### src/rtl/processor_control_unit.sv
// Multicycle Moore control unit: fetch/decode/sequence for a 16x16 RF datapath.
// Define CU_JPZ_EN to build the JPZ (jump if Ra==0) instruction, opcode 6.
module processor_control_unit #(
  parameter int PC_W    = 7,
  parameter int DADDR_W = 8
) (
  input  logic               clock,
  input  logic               resetN,
  input  logic [15:0]        imem_data,
  output logic [PC_W-1:0]    imem_addr,
  output logic [DADDR_W-1:0] dmem_addr,
  output logic               dmem_rd,
  output logic               dmem_wr,
  output logic               rf_wr_sel,
  output logic [3:0]         rf_w_addr,
  output logic               rf_w_wr,
  output logic [3:0]         rf_ra_addr,
  output logic [3:0]         rf_rb_addr,
  output logic [1:0]         alu_op,
  input  logic               rf_ra_zero,
  output logic               halted,
  output logic               illegal,
  output logic [3:0]         state_dbg
);

  typedef enum logic [3:0] {
    S_INIT   = 4'd0,
    S_FETCH  = 4'd1,
    S_DECODE = 4'd2,
    S_NOOP   = 4'd3,
    S_LOAD_A = 4'd4,
    S_LOAD_B = 4'd5,
    S_STORE  = 4'd6,
    S_ADD    = 4'd7,
    S_SUB    = 4'd8,
`ifdef CU_JPZ_EN
    S_HALT   = 4'd9,
    S_JPZ    = 4'd10
`else
    S_HALT   = 4'd9
`endif
  } state_t;

  state_t            r_state;
  state_t            w_next;
  logic [PC_W-1:0]   r_pc;
  logic [15:0]       r_ir;
  logic              r_halted;
  logic              r_illegal;

  logic [3:0]        w_op;
  logic [3:0]        w_ra;
  logic [3:0]        w_rb;
  logic [3:0]        w_rc;
  logic [7:0]        w_d;
  logic              w_is_nop;
  logic              w_is_ld;
  logic              w_is_st;
  logic              w_is_add;
  logic              w_is_sub;
  logic              w_is_halt;
  logic              w_is_jpz;
  logic              w_is_bad;

  assign w_op = r_ir[15:12];
  assign w_ra = r_ir[11:8];
  assign w_rb = r_ir[7:4];
  assign w_rc = r_ir[3:0];
  assign w_d  = r_ir[7:0];

  assign w_is_nop  = (w_op == 4'd0);
  assign w_is_ld   = (w_op == 4'd1);
  assign w_is_st   = (w_op == 4'd2);
  assign w_is_add  = (w_op == 4'd3);
  assign w_is_sub  = (w_op == 4'd4);
  assign w_is_halt = (w_op == 4'd5);

`ifdef CU_JPZ_EN
  logic [PC_W-1:0] w_off;
  assign w_is_jpz = (w_op == 4'd6);
  assign w_off    = PC_W'($signed(w_d));
`else
  logic w_unused;
  assign w_is_jpz = 1'b0;
  assign w_unused = rf_ra_zero;
`endif

  assign w_is_bad = ~(w_is_nop | w_is_ld | w_is_st | w_is_add |
                      w_is_sub | w_is_halt | w_is_jpz);

  // State register
  always_ff @(posedge clock or negedge resetN) begin
    if (!resetN) r_state <= S_INIT;
    else         r_state <= w_next;
  end

  // Next-state logic; HALT is absorbing, unknown opcodes end in HALT
  always_comb begin
    w_next = r_state;
    unique case (r_state)
      S_INIT:   w_next = S_FETCH;
      S_FETCH:  w_next = S_DECODE;
      S_DECODE: begin
        unique case (1'b1)
          w_is_nop: w_next = S_NOOP;
          w_is_ld:  w_next = S_LOAD_A;
          w_is_st:  w_next = S_STORE;
          w_is_add: w_next = S_ADD;
          w_is_sub: w_next = S_SUB;
`ifdef CU_JPZ_EN
          w_is_jpz: w_next = S_JPZ;
`endif
          default:  w_next = S_HALT;
        endcase
      end
      S_LOAD_A: w_next = S_LOAD_B;
      S_HALT:   w_next = S_HALT;
      default:  w_next = S_FETCH;
    endcase
  end

  // PC and IR; JPZ target is relative to the JPZ's own address
  always_ff @(posedge clock or negedge resetN) begin
    if (!resetN) begin
      r_pc <= '0;
      r_ir <= '0;
    end else if (r_state == S_FETCH) begin
      r_ir <= imem_data;
      r_pc <= r_pc + PC_W'(1);
`ifdef CU_JPZ_EN
    end else if (r_state == S_JPZ && rf_ra_zero) begin
      r_pc <= r_pc + w_off - PC_W'(1);
`endif
    end
  end

  // Sticky halt / illegal flags, latched as DECODE leaves
  always_ff @(posedge clock or negedge resetN) begin
    if (!resetN) begin
      r_halted  <= 1'b0;
      r_illegal <= 1'b0;
    end else if (r_state == S_DECODE) begin
      if (w_is_halt || w_is_bad) r_halted  <= 1'b1;
      if (w_is_bad)              r_illegal <= 1'b1;
    end
  end

  // Datapath strobes and addresses, purely from state and IR
  always_comb begin
    dmem_addr  = '0;
    dmem_rd    = 1'b0;
    dmem_wr    = 1'b0;
    rf_wr_sel  = 1'b0;
    rf_w_addr  = '0;
    rf_w_wr    = 1'b0;
    rf_ra_addr = '0;
    rf_rb_addr = '0;
    alu_op     = 2'b00;
    unique case (r_state)
      S_LOAD_A: begin
        dmem_addr = w_d[DADDR_W-1:0];
        dmem_rd   = 1'b1;
      end
      S_LOAD_B: begin
        dmem_addr = w_d[DADDR_W-1:0];
        rf_wr_sel = 1'b1;
        rf_w_addr = w_ra;
        rf_w_wr   = 1'b1;
      end
      S_STORE: begin
        rf_ra_addr = w_ra;
        dmem_addr  = w_d[DADDR_W-1:0];
        dmem_wr    = 1'b1;
      end
      S_ADD, S_SUB: begin
        rf_ra_addr = w_rb;
        rf_rb_addr = w_rc;
        alu_op     = (r_state == S_ADD) ? 2'b01 : 2'b10;
        rf_w_addr  = w_ra;
        rf_w_wr    = 1'b1;
      end
`ifdef CU_JPZ_EN
      S_JPZ: rf_ra_addr = w_ra;
`endif
      default: ;
    endcase
  end

  assign imem_addr = r_pc;
  assign halted    = r_halted;
  assign illegal   = r_illegal;
  assign state_dbg = r_state;

endmodule

### config.mk
export PLATFORM = sky130hd
export DESIGN_NAME = processor_control_unit
export DESIGN_NICKNAME = d
export VERILOG_FILES = /design/src/rtl/processor_control_unit.sv
export SDC_FILE = /design/constraint.sdc
export NUM_CORES = 1
export LEC_CHECK = 0
export CORE_MARGIN = 2
export CORE_UTILIZATION = 38
export DETAILED_ROUTE_END_ITERATION = 7
export PLACE_DENSITY = 0.72
export RECOVER_POWER = 25
export SLEW_MARGIN = 25
export SYNTH_ARGS = -nofsm -noshare
export SYNTH_HDL_FRONTEND = slang
export SYNTH_SLANG_ARGS = --single-unit
### constraint.sdc
create_clock -name clock -period 1.8 [get_ports clock]
set_clock_uncertainty 0.15 [all_clocks]
set_input_delay 0.54 -clock clock [delete_from_list [all_inputs] [get_ports clock]]
set_output_delay 0.54 -clock clock [all_outputs]
set_load 0.02 [all_outputs]
-- After elaboration in Yosys (flattened, before gate mapping)
Index checks and enable logic that the tools add are counted.
- $add $sub $neg: 1
- equality and inequality tests: 13
- muxes and demuxes: 12
- bitwise logic cells: 6
- reduce and logical (&&, ||, !) cells: 7
- operator list (operator ; number):
    4-bit by 3-bit == test with 1-bit output, second input constant ; 6
    4-bit case mux with 5 select lines ; 1
    4-bit case mux with 4 select lines ; 1
    4-bit by 2-bit == test with 1-bit output, second input constant ; 3
    4-bit by 1-bit == test with 1-bit output, second input constant ; 2
    4-bit == test, second input constant ; 2
    4-bit 2-to-1 mux ; 2
    8-bit 2-to-1 mux ; 1
    4-bit case mux with 2 select lines ; 1
    7-bit by 1-bit adder with 7-bit output, second input constant ; 1
    3-bit OR reduction ; 2
    1-bit OR ; 5
    4-bit logical NOT ; 1
    1-bit 2-to-1 mux ; 4
    2-bit 2-to-1 mux ; 2
    2-bit AND reduction ; 2
    2-bit OR reduction ; 1
    1-bit logical OR ; 1
    1-bit inverter ; 1
- flip-flop bits (word level): 29
- input bits: 19
- output and inout bits: 39
- logic and storage cells: 44

-- Longest topological paths before layout
- depth in word-level cells: 9
- gate-level depth with buffers: 5
- depth with buffers taken out: 4

-- Worst setup path before layout
No wires, ideal clock.
- path type: flip-flop to output port
- start point: register r_state[1], in the netlist state_dbg[1]
- end point: output rf_w_addr[0]
- arrival time: 2.219 ns
- slack: -1.109 ns
- stages on the path, launching flop included: 5
- cells stage by stage: dfrtp_1 -> buf_2 -> nor4b_1 -> o21bai_1 -> and2_1
- cells in the longest elaborated chain, start to end: 3
- ends and longest elaborated chain (what ; RTL line ; text):
    start, declared ; 44 ; state_t r_state;
    start signal, assigned ; 94 ; else r_state <= w_next;
    4-bit by 3-bit == test with 1-bit output / 4-bit == test (equally long branches) ; 159 ; unique case (r_state)
    3-bit OR reduction (no line) * ; n/a ;
    4-bit 2-to-1 mux * ; 159 ;
    end, declared ; 15 ; output logic [3:0] rf_w_addr,
Mark *: on every way between the ends. The rest lies on a longest branch, timed or not.

-- Worst setup path in the final report
- start point: register r_state[0], in the netlist state_dbg[0]
- end point: output rf_rb_addr[2]
- cells in the longest elaborated chain, start to end: 3
- ends and longest elaborated chain (what ; RTL line ; text):
    4-bit by 3-bit == test with 1-bit output / 4-bit == test (equally long branches) ; 159 ;
    2-bit OR reduction * ; 159 ;
    4-bit 2-to-1 mux * ; 159 ;
    end, declared ; 18 ; output logic [3:0] rf_rb_addr,
Marked as above.

==> results_dict.tcl <==
set metrics [dict create \
    status "complete, but fails checks" \
    violations "negative setup slack" \
    synthAdderAreaFrac 0.00890 \
    die_h_um 64.8 \
    synth_xor_area_frac 0.0436 \
    finalMaxSlewViolations 0 \
    drtPass1Iterations 4 \
    synth.area.mux_share 0.136 \
    design_area_um2 2750 \
    cts_tree "built" \
    io_pins 58 \
    fin_ws_ns -0.577 \
    async_reset_ff_frac 1.00 \
    layout.nets 233 \
    synth.distinct_cells 27 \
    post-route-util 0.763 \
    path_cells "nor4b_4, o21bai_4, buf_6, and2_4, buf_6" \
    ys_seq_area_frac 0.516 \
    area_delta_synth_final_pct 95.7 \
    wl_met1_um 1920 \
    core_um2 3610 \
    htreeDepth 2 \
    drc 0 \
    crit_required_ns 1.11 \
    critPathArrivalTime_ns 1.69 \
    numClockSinks 29 \
    period_share 1.32 \
    crit_path_end_kind "output pin" \
    stdcell_count 262 \
    ir_drop_v 0.00116 \
    dr_wl_met2_um 2410 \
    portBuffers 56 \
    synth-edff-count 0 \
    initial_core_util 0.390 \
    routedWlPerCell_um 17.5 \
    placementRows 22 \
    initialDrtViolationCount 43 \
    fmax_mhz 421 \
    gp_congestion 0.759 \
    cap_violations 0 \
    synth_nets 137 \
    cp_max_fo 5 \
    antenna_found_initial 0 \
    final-seq-area_um2 729 \
    final.setup.tns_ns -14.89 \
    placed_area_um2 2250 \
    ys_ff_latch 29 \
    final-hold-violation-count 0 \
    grt_max_degree 30 \
    placed_cells 235 \
    layout_common_cells "buf_6, dfrtp_1, mux2_4" \
    path_common_cell "buf_6" \
    cts-root-buf "clkbuf_8" \
    antenna_left 0 \
    multiInputGateArea_um2 892 \
    grt_pass1_wl_um 6600 \
    grt_overflow 0 \
    yosys_warnings 0 \
    highest_layer "met4" \
    vias 1288 \
    setup_viol_count_final 55 \
    clk_transition_reported_paths_ns 0.06 \
    ctsHoldBuffers 0 \
    grt_pass1_vias 1322 \
    slew_headroom 0.498 \
    vias_per_cell 4.92 \
    nFillCells 241 \
    fin_crit_ns 2.38 \
    slowest_delay_ns 0.42 \
    powerDensity_nw_per_um2 1830 \
    avgSynthCellArea_um2 12.0 \
    critical_path_class "register to output pin" \
    diodes 0 \
    syn-instance-count 117 \
    synthesis.area_um2 1410 \
    hold_path_class "register to register" \
    cts_buffers 5 \
    synth-compound-area-share 0.0854 \
    die_area_um2 4200 \
    totalWireLength_um 4600 \
    crit_slowest_cell "dfrtp_2" \
    clock_latency_ns 0.28 \
    final_common_cell "buf_6" \
    met3_length_um 238 \
    p_leak_nw 1.31 \
    start_kind "register" \
    synth_top_flop_cell "dfrtp_1" \
    hpwl_um 2590 \
    synth_top_family_by_area "simple AND/OR/NAND/NOR gates" \
    grt_use_total 0.210 \
    cts_max_path_buffers 2 \
    synth-simple-area-share 0.185 \
    drive_above_1_share 0.603 \
    hold_ws_ns 0.308 \
    tightest_slew_ns 0.753 \
    rsz0062_at_grt "true" \
    die_w_um 64.8 \
]
what timing repair did:
item                       CTS  global route
gates resized for setup    214            29
gates cloned                 0             0
setup endpoints to repair   54            53
pin swaps                   17             9
buffers inserted            14            11
state kept, by name, summed over array words and instances, names as in the netlist:
signal,cells
halted,1
illegal,1
state_dbg,4
r_ir,16
imem_addr,7
worst paths after layout:
check | slack [ns] | endpoint | startpoint | cells after the start
min in group asynchronous | 0.71 | imem_addr[2] | resetN | 2
max in group asynchronous | 0.26 | state_dbg[1] | resetN | 2
worst max register to register | -0.19 | state_dbg[2] | state_dbg[3] | 6
worst max-delay path | -0.58 | rf_rb_addr[2] | state_dbg[0] | 5
worst min register to register | 0.31 | imem_addr[6] | imem_addr[6] | 1
worst min-delay path | 0.31 | imem_addr[6] | imem_addr[6] | 1
metrics by stage:
step	total power, W	setup WS [ns]
finish	0.00504	-0.577
CTS	0.00484	-0.461
global placement	0.00328	-0.647
floorplan	0.00253	-0.406
global route	0.00528	-0.634
detailed placement	0.00336	-0.646
cells in the mapped netlist, drive strengths merged, types with 3 or more instances:
cell type,count,share of area
dfrtp,29,0.52
mux2,17,0.14
and2,16,0.071
nor2,6,0.016
o21bai,6,0.032
xnor2,5,0.031
a21oi,4,0.014
a22o,4,0.025
buf,4,0.022
nand2,3,0.0080
nand4,3,0.013
kinds of logic (layout without fill, tap and decap cells):
| group | Yosys count | in the layout |
|---|---|---|
| AO/OA/AOI/OAI | 17 | 17 |
| XOR/XNOR | 7 | 7 |
| adder cells (fa/ha/maj) | 1 | 1 |
| buffers and inverters | 5 | 102 |
| flip-flops | 29 | 29 |
| multiplexers | 17 | 17 |
| AND/OR/NAND/NOR | 41 | 41 |
final cells by class:
class / count / share of cell area
repair buffers: 93 / 0.339
multi-input cells: 83 / 0.324
flip-flops and latches: 29 / 0.265
clock buffers: 5 / 0.0250
clock inverters: 3 / 0.0236
well taps: 48 / 0.0218
inverters: 1 / 0.00136
per-layer routing:
metal | vias to the layer above | track usage
met4 | 0 | 0.0399
li1 | 601 | -
met5 | - | 0
met2 | 49 | 0.374
met1 | 636 | 0.256
met3 | 2 | 0.0556
worst max-delay path: cells and delay by family, from the launching register on:
family / cells / cell delay, ns
flip-flops: 1 / 0.42
AND/OR/NAND/NOR: 2 / 0.48
AO/OA/AOI/OAI: 1 / 0.25
buffers and inverters: 2 / 0.27
where the power goes:
part | internal [W] | switching [W]
sequential | 0.000980 | 0.000339
combinational | 0.00170 | 0.00121
clock | 0.000550 | 0.000259
(Power assumes the default switching activity.)
